$ cat src/rtl/snf_rxdat_pkg.sv
// Shared DAT flit layout and opcode helpers for the SN-F DAT receive channel.
package snf_rxdat_pkg;

    localparam int DAT_FLIT_W  = 64;
    localparam int DAT_OPC_LSB = 8;
    localparam int DAT_OPC_W   = 4;

    localparam int RXDAT_DEPTH_DEF = 4;
    localparam int RXDAT_CNT_W_DEF = 3;

    typedef logic [DAT_FLIT_W-1:0] dat_flit_t;
    typedef logic [DAT_OPC_W-1:0]  dat_opc_t;

    localparam dat_opc_t DAT_OPC_DATALCRDRETURN = 4'h0;

    function automatic dat_opc_t dat_opcode(input dat_flit_t flit);
        return flit[DAT_OPC_LSB +: DAT_OPC_W];
    endfunction

    function automatic logic is_lcrd_return(input dat_flit_t flit);
        return dat_opcode(flit) == DAT_OPC_DATALCRDRETURN;
    endfunction

endpackage

$ cat src/rtl/snf_sync_fifo.sv
// Flop-based synchronous FIFO with wrap-around pointers and an occupancy count.
module snf_sync_fifo #(
    parameter int WIDTH = 64,
    parameter int DEPTH = 4,
    parameter int CNT_W = 3
) (
    input  logic             clk,
    input  logic             rst,
    input  logic             push,
    input  logic [WIDTH-1:0] push_data,
    input  logic             pop,
    output logic [WIDTH-1:0] rd_data,
    output logic [CNT_W-1:0] occ
);

    localparam int PTR_W = (DEPTH > 1) ? $clog2(DEPTH) : 1;

    logic [WIDTH-1:0] mem [DEPTH];
    logic [PTR_W-1:0] wr_ptr_q;
    logic [PTR_W-1:0] rd_ptr_q;
    logic [CNT_W-1:0] occ_q;

    function automatic logic [PTR_W-1:0] next_ptr(input logic [PTR_W-1:0] ptr);
        return (ptr == PTR_W'(DEPTH - 1)) ? '0 : ptr + PTR_W'(1);
    endfunction

    always_ff @(posedge clk or posedge rst) begin
        if (rst) begin
            for (int i = 0; i < DEPTH; i++) begin
                mem[i] <= '0;
            end
            wr_ptr_q <= '0;
            rd_ptr_q <= '0;
            occ_q    <= '0;
        end else begin
            if (push) begin
                mem[wr_ptr_q] <= push_data;
                wr_ptr_q      <= next_ptr(wr_ptr_q);
            end
            if (pop) begin
                rd_ptr_q <= next_ptr(rd_ptr_q);
            end
            case ({push, pop})
                2'b10:   occ_q <= occ_q + CNT_W'(1);
                2'b01:   occ_q <= occ_q - CNT_W'(1);
                default: occ_q <= occ_q;
            endcase
        end
    end

    assign rd_data = mem[rd_ptr_q];
    assign occ     = occ_q;

endmodule

$ cat src/rtl/snf_rxdat.sv
// SN-F CHI DAT receive channel: issues link credits upstream, buffers data flits
// toward snf_data_buffer and absorbs DataLCrdReturn flits.
module snf_rxdat
    import snf_rxdat_pkg::*;
#(
    parameter int RXDAT_DEPTH = RXDAT_DEPTH_DEF,
    parameter int RXDAT_CNT_W = RXDAT_CNT_W_DEF
) (
    input  logic                  clk,
    input  logic                  rst,
    input  logic                  rxdatflitpend,
    input  logic                  rxdatflitv,
    input  logic [DAT_FLIT_W-1:0] rxdatflit,
    output logic                  rxdatlcrdv,
    input  logic                  rxdat_crd_en,
    output logic                  rxdat_crd_idle,
    output logic                  rxdat_dbf_valid_s1,
    output logic [DAT_FLIT_W-1:0] rxdat_dbf_flit_s1,
    input  logic                  dbf_rxdat_rdy_s1,
    output logic                  rxdat_err_ovf
);

    logic [RXDAT_CNT_W-1:0] occ_q;
    logic [RXDAT_CNT_W-1:0] crd_out_q;
    logic [RXDAT_CNT_W:0]   crd_sum;
    logic                   lcrdv_q;
    logic                   err_q;
    logic                   grant_s0;
    logic                   flit_ok;
    logic                   push;
    logic                   pop;
    logic                   unused_flitpend;

    // The early flit hint carries no information this receiver needs.
    assign unused_flitpend = rxdatflitpend;

    // Credits are counted at grant time, so buffered plus in-flight never exceeds the FIFO.
    assign crd_sum  = {1'b0, occ_q} + {1'b0, crd_out_q};
    assign grant_s0 = rxdat_crd_en & (crd_sum < (RXDAT_CNT_W + 1)'(RXDAT_DEPTH));

    assign flit_ok = rxdatflitv & (crd_out_q != '0);
    assign push    = flit_ok & ~is_lcrd_return(rxdatflit);
    assign pop     = rxdat_dbf_valid_s1 & dbf_rxdat_rdy_s1;

    snf_sync_fifo #(
        .WIDTH (DAT_FLIT_W),
        .DEPTH (RXDAT_DEPTH),
        .CNT_W (RXDAT_CNT_W)
    ) u_fifo (
        .clk       (clk),
        .rst       (rst),
        .push      (push),
        .push_data (rxdatflit),
        .pop       (pop),
        .rd_data   (rxdat_dbf_flit_s1),
        .occ       (occ_q)
    );

    always_ff @(posedge clk or posedge rst) begin
        if (rst) begin
            crd_out_q <= '0;
            lcrdv_q   <= 1'b0;
            err_q     <= 1'b0;
        end else begin
            lcrdv_q <= grant_s0;
            case ({grant_s0, flit_ok})
                2'b10:   crd_out_q <= crd_out_q + RXDAT_CNT_W'(1);
                2'b01:   crd_out_q <= crd_out_q - RXDAT_CNT_W'(1);
                default: crd_out_q <= crd_out_q;
            endcase
            if (rxdatflitv && (crd_out_q == '0)) begin
                err_q <= 1'b1;
            end
        end
    end

    assign rxdatlcrdv         = lcrdv_q;
    assign rxdat_crd_idle     = (crd_out_q == '0) & ~lcrdv_q;
    assign rxdat_dbf_valid_s1 = (occ_q != '0);
    assign rxdat_err_ovf      = err_q;

endmodule

$ cat config.mk
export PLATFORM = sky130hd
export DESIGN_NAME = snf_rxdat
export DESIGN_NICKNAME = d
export VERILOG_FILES = /design/src/rtl/snf_rxdat_pkg.sv /design/src/rtl/snf_sync_fifo.sv /design/src/rtl/snf_rxdat.sv
export SDC_FILE = /design/constraint.sdc
export NUM_CORES = 1
export LEC_CHECK = 0
export ABC_AREA = 1
export ABC_CLOCK_PERIOD_IN_PS = 8460
export CAP_MARGIN = 15
export CORE_AREA = 2 2 195 197
export CTS_CLUSTER_SIZE = 20
export DETAILED_ROUTE_END_ITERATION = 10
export DIE_AREA = 0 0 197 199
export PLACE_DENSITY = 0.64
export REMOVE_ABC_BUFFERS = 1
export SLEW_MARGIN = 5
export SYNTH_ARGS = -nofsm -noshare
export SYNTH_HDL_FRONTEND = slang
export SYNTH_SLANG_ARGS = --single-unit
$ cat constraint.sdc
create_clock -name clk -period 8.46 [get_ports clk]
set_input_delay 1.269 -clock clk [delete_from_list [all_inputs] [get_ports clk]]
set_output_delay 1.269 -clock clk [all_outputs]
set_load 0.02 [all_outputs]
==> impl_results.md, run 1 <==
- Fin nets: 1,699
- Gr usage total: 21.3%
- Port Buffers: 136
- Vias: 11,710
- Critical path type: flip-flop to output port
- Fraction of layout cells with a size suffix above 1: 5.30%
- Slew margin rel.: 5.16%
- CP Buf/Inv Count: 3
- Slew Viols, Final: 0
- Hold WS: 0.461 ns
- TritonCTS clock tree: built
- Hold EP: u_fifo.mem[110]
- DP HPWL: 20,200 um
- Slowest CP cell: buf_4
- Global-route wire length before repair: 65,500 um
- Final ANT Viol Nets: 0
- Worst path arrival time: 3.52 ns
- Critical path startpoint category: flip-flop
- Post-Route WL: 41,400 um
- Synth Instances: 1,579
- Final Hold Fails: 0
- Die area: 0.0392 mm2
- Final RePlAce weighted congestion: 0.748
- Critical Path Sink Type: output port
- #FFs+latches synth: 268
- Cell area after synthesis: 0.0129 mm2
- Initial antenna violation count: 0
- Crit-path cells: buf_4 -> buf_4 -> o21ai_0 -> o22ai_1 -> clkdlybuf4s50_1
- Synth Area in Adders: 1.18%
- Worst hold stages: 2
- Leakage: 7.41 nW
- Min Clock Period, post-route: 4.79 ns
- Min-delay src: u_fifo.mem[110]
- Delay of the slowest critical-path stage: 0.74 ns
- Clock Skew: 0.0138 ns
- Top Family by Delay on Critical Path: buffers and inverters
- Crit-path max FO: 81
- RSZ-0062 raised after global routing: false
- Hold crit path type: flip-flop to flip-flop
- Die X: 197 um
- Fmax: 0.209 GHz
- R2r worst-path depth: 8
- Clk Latency, worst-skew pair: 0.52 ns
- GR Overflow Total: 0
- Root Driver: clkbuf_16
- Core area: 0.0371 mm2
- Cell Pwr Density: 441 mW/mm2
- Clock-pin slew on the worst setup and hold paths: 0.06 ns
- XOR/XNOR Fraction of Synth Area: 0.272%
- Clock buffer count from CTS: 34
- MaxCap Viol Count: 0
- Area Growth Syn to Fin: 20.7%
- Setup_tns: 0 ns
- Sequential area share after synthesis: 52.0%
- Clk buf depth: 3
- Status: completed
- Largest net degree at the start of global routing: 252
- Violation count after the first detailed-route iteration: 874
- Row count: 71
- Top cell by count, worst path: buf_4
- Netlist cell types: 24
- Main combinational cell family by area after synthesis: simple AND/OR/NAND/NOR gates
- Final Setup Violations: 0
- Drt pass-1 iters: 5
- R2R Path Start: crd_out_q[0]
- Reg2Reg Capture Point: u_fifo.occ[1]
- Routed len/inst: 19.5 um
- H-Tree Depth: 2
- Die Span Y: 199 um
- Tcrit/Tclk final: 56.6%
- Worst-Margin Slew: 1.42 ns
- Vias/cell: 5.53
- Setup Buffers After CTS: 0
- VDD IR-drop max: 182 uV
- DRC: 0
- Post-Synth Simple-Gate Area: 32.3%
- Syn. warnings: 0
- Ports: 138
- Post-synthesis compound-gate area fraction: 8.54%
- Final Util: 41.9%
- ANT cells: 0
- # resized after CTS: 0
- Reg2reg setup slack: 5.22 ns
- CTS sink cnt: 268
- Post-CTS Hold Buffers: 0
- Critical path data required time: 7.19 ns
- Post-synthesis mux area share: 0%
- Syn avg cell area: 8.17 um2
- Initial Util: 34.7%
- Vias in the first global route: 11,499
-- power by group --
group | switching [W] | total [W] | internal [W]
combinational | 0.00209 | 0.00325 | 0.00116
sequential | 0.000303 | 0.00217 | 0.00187
clock | 0.000555 | 0.00144 | 0.000889
total | 0.00295 | 0.00687 | 0.00392
-- stage by stage --
stage | worst slack [ns] | power [W] | area, um2 | instances
6_report | 3.67 | 0.00687 | 15600 | 2117
5_1_grt | 3.48 | 0.00738 | 15600 | 2117
4_1_cts | 3.66 | 0.00693 | 15600 | 2117
3_5_place_dp | 3.73 | 0.00545 | 14400 | 2056
3_3_place_gp | 3.80 | 0.00539 | 14400 | 2056
2_1_floorplan | -0.191 | 0.00405 | 12200 | 1427
-- cells in the mapped netlist (all sizes together) --
| master | instances | area (um2) |
|---|---|---|
| fa | 2 | 40.0 |
| nand3b | 1 | 7.51 |
| o21ai | 132 | 661 |
| clkbuf | 74 | 278 |
| buf | 78 | 393 |
| inv | 16 | 60.1 |
| nand3 | 3 | 15.0 |
| nand4 | 260 | 1650 |
| dfrtp | 268 | 6710 |
| o21bai | 1 | 7.51 |
| or2 | 2 | 12.5 |
| nand2 | 526 | 1970 |
| xnor2 | 2 | 17.5 |
| ha | 9 | 113 |
| nor2 | 135 | 509 |
| a31oi | 1 | 6.26 |
| a21oi | 3 | 26.3 |
| o22ai | 64 | 400 |
| xor2 | 2 | 17.5 |
-- final cells by class --
cell class / count / area (um2)
Inverter: 16 / 70.1
Clock buffer: 55 / 1060
Sequential cell: 268 / 6710
Tap cell: 474 / 593
Multi-Input combinational cell: 1143 / 5550
Timing Repair Buffer: 155 / 1520
Clock inverter: 6 / 55.1
Fill cell: 3699 / 21600
-- logic make-up after synthesis --
group,Yosys count
flip-flops,268
XOR/XNOR,4
adder cells (fa/ha/maj),11
AND/OR/NAND/NOR,927
AO/OA/AOI/OAI,201
buffers and inverters,168
-- cells in the final DEF, fill, tap and decap left out, types with 2 or more instances in the layout --
cell type        Yosys  final
clkdlybuf4s50_1      0    136
clkbuf_16            0     37
dfrtp_1            268    266
nand4_4              0      4
o21ai_0            132    132
inv_1               16     13
clkbuf_8             0      7
buf_4                3     18
ha_1                 9      5
ha_4                 0      4
clkbuf_1            74     11
xor2_1               2      2
fa_1                 2      2
nand2_1            526    525
or2_2                2      2
nand4_1            256    256
o22ai_1             64     64
clkinv_2             0      5
nand3_1              3      3
a21oi_1              2      2
xnor2_1              2      2
nor2_1             134    134
-- registers in the layout, indices dropped and copies added, names as in the netlist --
signal and flops:
rxdatlcrdv 1, u_fifo.rd_ptr_q 2, u_fifo.wr_ptr_q 2, crd_out_q 3
u_fifo.mem 256, u_fifo.occ 3, rxdat_err_ovf 1
-- worst max path at each step --
stage | start | slack (ns) | endpoint | cells after the start
finish | u_fifo.rd_ptr_q[0] | 3.67 | rxdat_dbf_flit_s1[8] | 5
floorplan | rst | -0.19 | crd_out_q[0] | 1
global route | u_fifo.rd_ptr_q[0] | 3.48 | rxdat_dbf_flit_s1[8] | 5
global placement | rxdatflitv | 3.80 | u_fifo.occ[1] | 9
CTS | u_fifo.rd_ptr_q[0] | 3.66 | rxdat_dbf_flit_s1[8] | 5
detailed placement | rxdatflitv | 3.73 | u_fifo.occ[1] | 9
-- layer usage --
metal	GRT usage [%]	wire [um]	share of wire [%]	vias to the layer above
met5	0	0	0	-
met4	5.60	506	1.2	0
met3	3.29	2890	7.0	45
met2	35.0	19700	48	436
met1	29.4	18300	44	5712
li1	-	-	-	5517
-- worst register-to-register path: stages, from the launching register on --
cell and delay (ns):
dfrtp_1 0.41, nor2_2 0.08, a21oi_4 0.29, buf_12 0.61, nand2_1 0.78, ha_1 0.30
inv_1 0.09, fa_1 0.42, o21ai_0 0.18
Power figures use the tool's default switching activity.
==> inputs of run 2 (changes only) <==
ABC_CLOCK_PERIOD_IN_PS = 4210   (was 8460)
clock period = 4.21 ns   (was 8.46 ns; I/O delays follow)
==> run 2 against run 1 <==
Against the previous run: final cell count is essentially flat; routed wire length shrank 2.6%; die area is the same; setup slack lost 3.3 ns; via count grew 0.87%; core utilization grew 0.29 points.
==> impl_results.md, run 2 (synthesis results as in run 1) <==
- Status: completed (unchanged)
- Tcrit/Tclk final: 90.4%
- Hold crit path type: flip-flop to flip-flop (unchanged)
- Clock Skew: 0.0230 ns (was 0.0138 ns)
- Switching share of power: 42.4% (was 42.9%)
- Gr usage total: 20.6% (was 21.3%)
- Largest net degree at the start of global routing: 153 (was 252)
- Vias/cell: 5.58 (was 5.53)
- Crit-path cells: buf_4 -> o21ai_0 -> o22ai_1 -> clkdlybuf4s50_1 (was buf_4 -> buf_4 -> o21ai_0 -> o22ai_1 -> clkdlybuf4s50_1)
- Clock-pin slew on the worst setup and hold paths: 0.06 ns (about the same)
- Core area: 0.0371 mm2 (unchanged)
- Die X: 197 um (unchanged)
- Final Setup Violations: 0 (unchanged)
- Min Clock Period, post-route: 3.81 ns
- Slowest CP cell: dfrtp_2 (was buf_4)
- Final Util: 42.2% (was 41.9%)
- Post-Place Worst Slack: 1.02 ns (was 3.73 ns)
- Global-route wire length before repair: 64,900 um (was 65,500 um)
- TritonCTS clock tree: built (unchanged)
- Post-Route WL: 40,300 um (was 41,400 um)
- Slew margin rel.: 26.1% (was 5.16%)
- # resized after CTS: 0 (unchanged)
- Setup Buffers After CTS: 0 (unchanged)
- Violation count after the first detailed-route iteration: 911 (was 874)
- Clock buffer count from CTS: 31 (was 34)
- Slew Viols, Final: 0 (unchanged)
- Gate power share: 47.4% (about the same)
- Port Buffers: 136 (unchanged)
- Setup_tns: 0 ns (unchanged)
- Cell Pwr Density: 883 mW/mm2 (was 441 mW/mm2)
- DRC: 0 (unchanged)
- Critical Path Sink Type: output port (unchanged)
- Initial antenna violation count: 1 (was 0)
- CP Buf/Inv Count: 2 (was 3)
- H-Tree Depth: 1 (was 2)
- Delay of the slowest critical-path stage: 0.85 ns (was 0.74 ns)
- Die Span Y: 199 um (unchanged)
- RSZ-0062 raised after global routing: false (unchanged)
- Critical path data required time: 3.58 ns (was 7.19 ns)
- Leakage: 7.46 nW (was 7.41 nW)
- Most common cell after layout, fill and taps aside: nand2_1 (unchanged)
- Critical path startpoint category: flip-flop (unchanged)
- Clk buf depth: 3 (unchanged)
- Area Growth Syn to Fin: 21.5% (was 20.7%)
- Fraction of layout cells with a size suffix above 1: 5.78% (was 5.30%)
- Top Family by Delay on Critical Path: buffers and inverters (unchanged)
- VDD IR-drop max: 495 uV (was 182 uV)
- Final RePlAce weighted congestion: 0.751 (was 0.748)
- Fmax: 0.263 GHz
- ANT cells: 0 (unchanged)
- GR Overflow Total: 0 (unchanged)
- Row count: 71 (unchanged)
- Initial Util: 34.7% (unchanged)
- Worst path arrival time: 3.18 ns (was 3.52 ns)
- Reg power frac: 32.0% (was 31.6%)
- Drt pass-1 iters: 5 (unchanged)
- CTS sink cnt: 268 (unchanged)
- Clk network pwr share: 20.7% (was 21.0%)
- Root Driver: clkbuf_16 (unchanged)
- Sw Pwr: 0.00587 W (was 0.00295 W)
- Hold WS: 0.464 ns (was 0.461 ns)
- Most flop-heavy register: u_fifo.mem (unchanged)
- Critical path type: flip-flop to output port (unchanged)
- Number of flip-flops in the largest register: 256 (unchanged)
- Worst-Margin Slew: 1.11 ns (was 1.42 ns)
- Final Hold Fails: 0 (unchanged)
- Vias in the first global route: 11,571 (was 11,499)
- Post-CTS Hold Buffers: 0 (unchanged)
- Power Internal: 0.00798 W (was 0.00392 W)
- Clk Latency, worst-skew pair: 0.56 ns (was 0.52 ns)
- DP HPWL: 21,400 um (was 20,200 um)
- Ports: 138 (unchanged)
- Routed len/inst: 19.0 um (was 19.5 um)
- Final ANT Viol Nets: 0 (unchanged)
- Fin nets: 1,705 (was 1,699)
- Most frequent cells in the layout: 525 x nand2_1, 266 x dfrtp_1, 256 x nand4_1 (unchanged)
- Crit-path max FO: 35 (was 81)
- Die area: 0.0392 mm2 (unchanged)
- Final worst-path setup slack: 0.403 ns (was 3.67 ns)
- Fill cells: 3,653 (was 3,699)
- Vias: 11,812 (was 11,710)
- MaxCap Viol Count: 0 (unchanged)
-- run 2: cell types whose count changed in the layout (fill, tap and decap cells not counted) --
cell / change
clkbuf_1: -7
bufinv_16: +4
clkbuf_8: +2
clkinv_2: -1
buf_12: +6
clkbuf_16: -6
buf_4: +3
-- run 2: per-stage QoR --
step / cell area (um2) / power, W / std cells
global route: 15700 / 0.0149 / 2118
detailed placement: 14600 / 0.0111 / 2065
CTS: 15700 / 0.0140 / 2118
floorplan: 12200 / 0.00815 / 1427
finish: 15700 / 0.0138 / 2118
global placement: 14600 / 0.0109 / 2065
-- run 2: layer usage --
metal	vias up	part of all wire [%]	track usage [%]
li1	5522	-	-
met1	5786	45	29.1
met2	429	46	33.3
met3	73	6.6	3.24
met4	2	1.9	5.24
met5	-	0.032	0
-- run 2: path summary, 6_finish.rpt --
kind / from / to / slack, ns / cells after the start
worst max-delay path: u_fifo.rd_ptr_q[1] / rxdat_dbf_flit_s1[8] / 0.40 / 4
worst min-delay path: u_fifo.mem[134] / u_fifo.mem[134] / 0.46 / 2
worst max register to register: u_fifo.wr_ptr_q[0] / u_fifo.mem[233] / 2.10 / 5
worst min register to register: u_fifo.mem[134] / u_fifo.mem[134] / 0.46 / 2
max in group asynchronous: rst / u_fifo.mem[77] / 2.62 / 3
min in group asynchronous: rst / u_fifo.mem[218] / 0.59 / 2
-- run 2: power by group through the flow --
stage / logic (W) / clock network, W / registers [W]
4_1_cts: 0.00663 / 0.00293 / 0.00441
2_1_floorplan: 0.00378 / 0 / 0.00437
6_report: 0.00656 / 0.00286 / 0.00443
3_5_place_dp: 0.00661 / 0 / 0.00444
3_3_place_gp: 0.00652 / 0 / 0.00441
5_1_grt: 0.00725 / 0.00304 / 0.00457
-- run 2: layout make-up --
cell class                 instances  area, um2  area share [%]
multi-input combinational       1143       5550            35.4
sequential                       268       6710            42.8
clock inverter                     9        170            1.09
inverter                          16       70.1           0.447
timing repair buffer             164       1660            10.6
clock buffer                      44        915            5.84
tap                              474        593            3.78
-- run 2: worst min-delay path, stage by stage, from the launching register on --
cell and delay [ns]:
dfrtp_1 0.33, nand2_1 0.05, nand2_1 0.05
==> inputs of run 3 (changes only) <==
PLACE_DENSITY = unset   (was 0.64)
PLACE_DENSITY_LB_ADDON = 0.1   (was unset)
REMOVE_ABC_BUFFERS = unset   (was 1)
==> run 3 against run 2 <==
Against the previous run: routed wire length is 8.0% higher; setup slack better by 0.27 ns; clock-buffer cell count increased by 5; combinational power rose by 1%; sequential power decreased by 2%; largest cell class unchanged; largest power group unchanged; highest routed layer is now met4.
==> impl_results.md, run 3 (synthesis results as in run 1) <==
- Status: completed (unchanged)
- Setup_tns: 0 ns (unchanged)
- Total power: 0.0137 W (was 0.0138 W)
- Most flop-heavy register: u_fifo.mem (unchanged)
- Post-CTS Hold Buffers: 0 (unchanged)
- Initial antenna violation count: 1 (unchanged)
- Ports: 138 (unchanged)
- Hold crit path type: flip-flop to flip-flop (unchanged)
- Post-Route WL: 43,500 um (was 40,300 um)
- Most common cell after layout, fill and taps aside: nand2_1 (unchanged)
- Number of flip-flops in the largest register: 256 (unchanged)
- Clk Latency, worst-skew pair: 0.56 ns (about the same)
- Initial Util: 34.7% (unchanged)
- Delay of the slowest critical-path stage: 0.72 ns (was 0.85 ns)
- Gr usage total: 22.2% (was 20.6%)
- Clock buffer count from CTS: 31 (unchanged)
- Most frequent cells in the layout: 525 x nand2_1, 266 x dfrtp_1, 256 x nand4_1 (unchanged)
- Vias in the first global route: 11,366 (was 11,571)
- Die Span Y: 199 um (unchanged)
- Final worst-path setup slack: 0.671 ns (was 0.403 ns)
- Vias: 11,612 (was 11,812)
- Fraction of layout cells with a size suffix above 1: 5.60% (was 5.78%)
- # resized after CTS: 0 (unchanged)
- H-Tree Depth: 1 (unchanged)
- Core area: 0.0371 mm2 (unchanged)
- Min Clock Period, post-route: 3.54 ns (was 3.81 ns)
- DRC: 0 (unchanged)
- Die area: 0.0392 mm2 (unchanged)
- Reg2reg setup slack: 1.93 ns (was 2.10 ns)
- Worst path arrival time: 2.91 ns (was 3.18 ns)
- Leakage: 7.42 nW (was 7.46 nW)
- Worst Setup EP: rxdat_dbf_flit_s1[14] (was rxdat_dbf_flit_s1[8])
- Die X: 197 um (unchanged)
- Post-Syn Nets: 1,660
- Tcrit/Tclk final: 84.1% (was 90.4%)
- Clock-pin slew on the worst setup and hold paths: 0.06 ns (about the same)
- VDD IR-drop max: 400 uV (was 495 uV)
- TritonCTS clock tree: built (unchanged)
- Worst-Margin Slew: 1.42 ns (was 1.11 ns)
- Reg2Reg Capture Point: u_fifo.mem[39] (was u_fifo.mem[233])
- Critical path type: flip-flop to output port (unchanged)
- MaxCap Viol Count: 0 (unchanged)
- Violation count after the first detailed-route iteration: 950 (was 911)
- Routed len/inst: 20.5 um (was 19.0 um)
- Slowest CP cell: buf_4 (was dfrtp_2)
- Start point of the critical path: u_fifo.rd_ptr_q[1] (unchanged)
- Vias/cell: 5.48 (was 5.58)
- CTS sink cnt: 268 (unchanged)
- R2r worst-path depth: 4 (was 5)
- Crit-path max FO: 65 (was 35)
- Drt pass-1 iters: 7 (was 5)
- Clk buf depth: 3 (unchanged)
- Critical Path Sink Type: output port (unchanged)
- Port Buffers: 136 (unchanged)
- Area Growth Syn to Fin: 20.8% (was 21.5%)
- Final ANT Viol Nets: 0 (unchanged)
- DP HPWL: 21,700 um (was 21,400 um)
- Largest net degree at the start of global routing: 233 (was 153)
- Fmax: 0.283 GHz (was 0.263 GHz)
- GR Overflow Total: 0 (unchanged)
- Clock Skew: 0.0142 ns (was 0.0230 ns)
- Critical path data required time: 3.58 ns (about the same)
- Post-Place Worst Slack: 1.03 ns (was 1.02 ns)
- Global-route wire length before repair: 68,400 um (was 64,900 um)
- Slew Viols, Final: 0 (unchanged)
- Setup Buffers After CTS: 0 (unchanged)
- RSZ-0062 raised after global routing: false (unchanged)
- Final Hold Fails: 0 (unchanged)
- Cell Pwr Density: 881 mW/mm2 (was 883 mW/mm2)
- Fin nets: 1,706 (was 1,705)
- Critical path startpoint category: flip-flop (unchanged)
- R2R Path Start: u_fifo.wr_ptr_q[0] (unchanged)
- Slew margin rel.: 5.09% (was 26.1%)
- Crit-path cells: buf_4 -> o21ai_0 -> o22ai_1 -> clkdlybuf4s50_1 (unchanged)
- Root Driver: clkbuf_16 (unchanged)
- Row count: 71 (unchanged)
- Final RePlAce weighted congestion: 0.756 (was 0.751)
- Final Setup Violations: 0 (unchanged)
-- run 3: cell types whose count changed in the layout (fill, tap and decap cells not counted) --
cell	change
clkinvlp_4	+1
clkinv_2	-3
ha_4	-4
inv_8	-1
buf_12	+1
clkbuf_8	+2
diode_2	+1
clkbuf_1	+3
ha_2	+4
bufinv_16	-3
-- run 3: final cells by class --
type	count	area, um2
Clock inverter	3	65.1
Clock buffer	49	953
Sequential cell	268	6710
Timing Repair Buffer	165	1680
Tap cell	474	593
Fill cell	3825	21600
Multi-Input combinational cell	1143	5510
Inverter	16	66.3
Antenna cell	1	2.50
-- run 3: worst min-delay path by stage --
stage / slack (ns) / cells past startpoint / to / startpoint
final: 0.46 / 2 / u_fifo.mem[100] / u_fifo.mem[100]
after floorplan: 0.44 / 2 / u_fifo.mem[122] / u_fifo.mem[122]
after global placement: 0.45 / 2 / u_fifo.mem[107] / u_fifo.mem[107]
after CTS: 0.47 / 2 / u_fifo.mem[77] / u_fifo.mem[77]
after detailed placement: 0.45 / 2 / u_fifo.mem[77] / u_fifo.mem[77]
after global routing: 0.48 / 2 / u_fifo.mem[88] / u_fifo.mem[88]
-- run 3: stage by stage --
stage | hold slack [ns] | cells | cell area (um2) | util, %
2_1_floorplan | 0.437 | 1579 | 12900 | -
3_3_place_gp | 0.448 | 2066 | 14600 | 39.2
3_5_place_dp | 0.453 | 2066 | 14600 | 39.2
4_1_cts | 0.468 | 2118 | 15600 | 42.0
5_1_grt | 0.481 | 2119 | 15600 | 42.0
6_report | 0.464 | 2119 | 15600 | 42.0
-- run 3: routing by layer --
layer	vias to the layer above	wire, um	track usage [%]
met5	-	0	0
met1	5757	20700	32.8
met2	294	20200	35.2
li1	5512	-	-
met4	0	590	4.26
met3	49	2100	2.68
-- run 3: report_power, final --
| group | leakage, nW | internal (W) | switching (W) |
|---|---|---|---|
| Clock | 0.502 | 0.00165 | 0.00107 |
| Sequential | 3.36 | 0.00376 | 0.000600 |
| Combinational | 3.57 | 0.00239 | 0.00425 |
-- run 3: critical path: cells and delay by family (launching register included) --
kind                   cells  cell delay, ns
buffers and inverters      2            1.39
AOI/OAI and AO/OA          2            0.57
DFF                        1            0.36
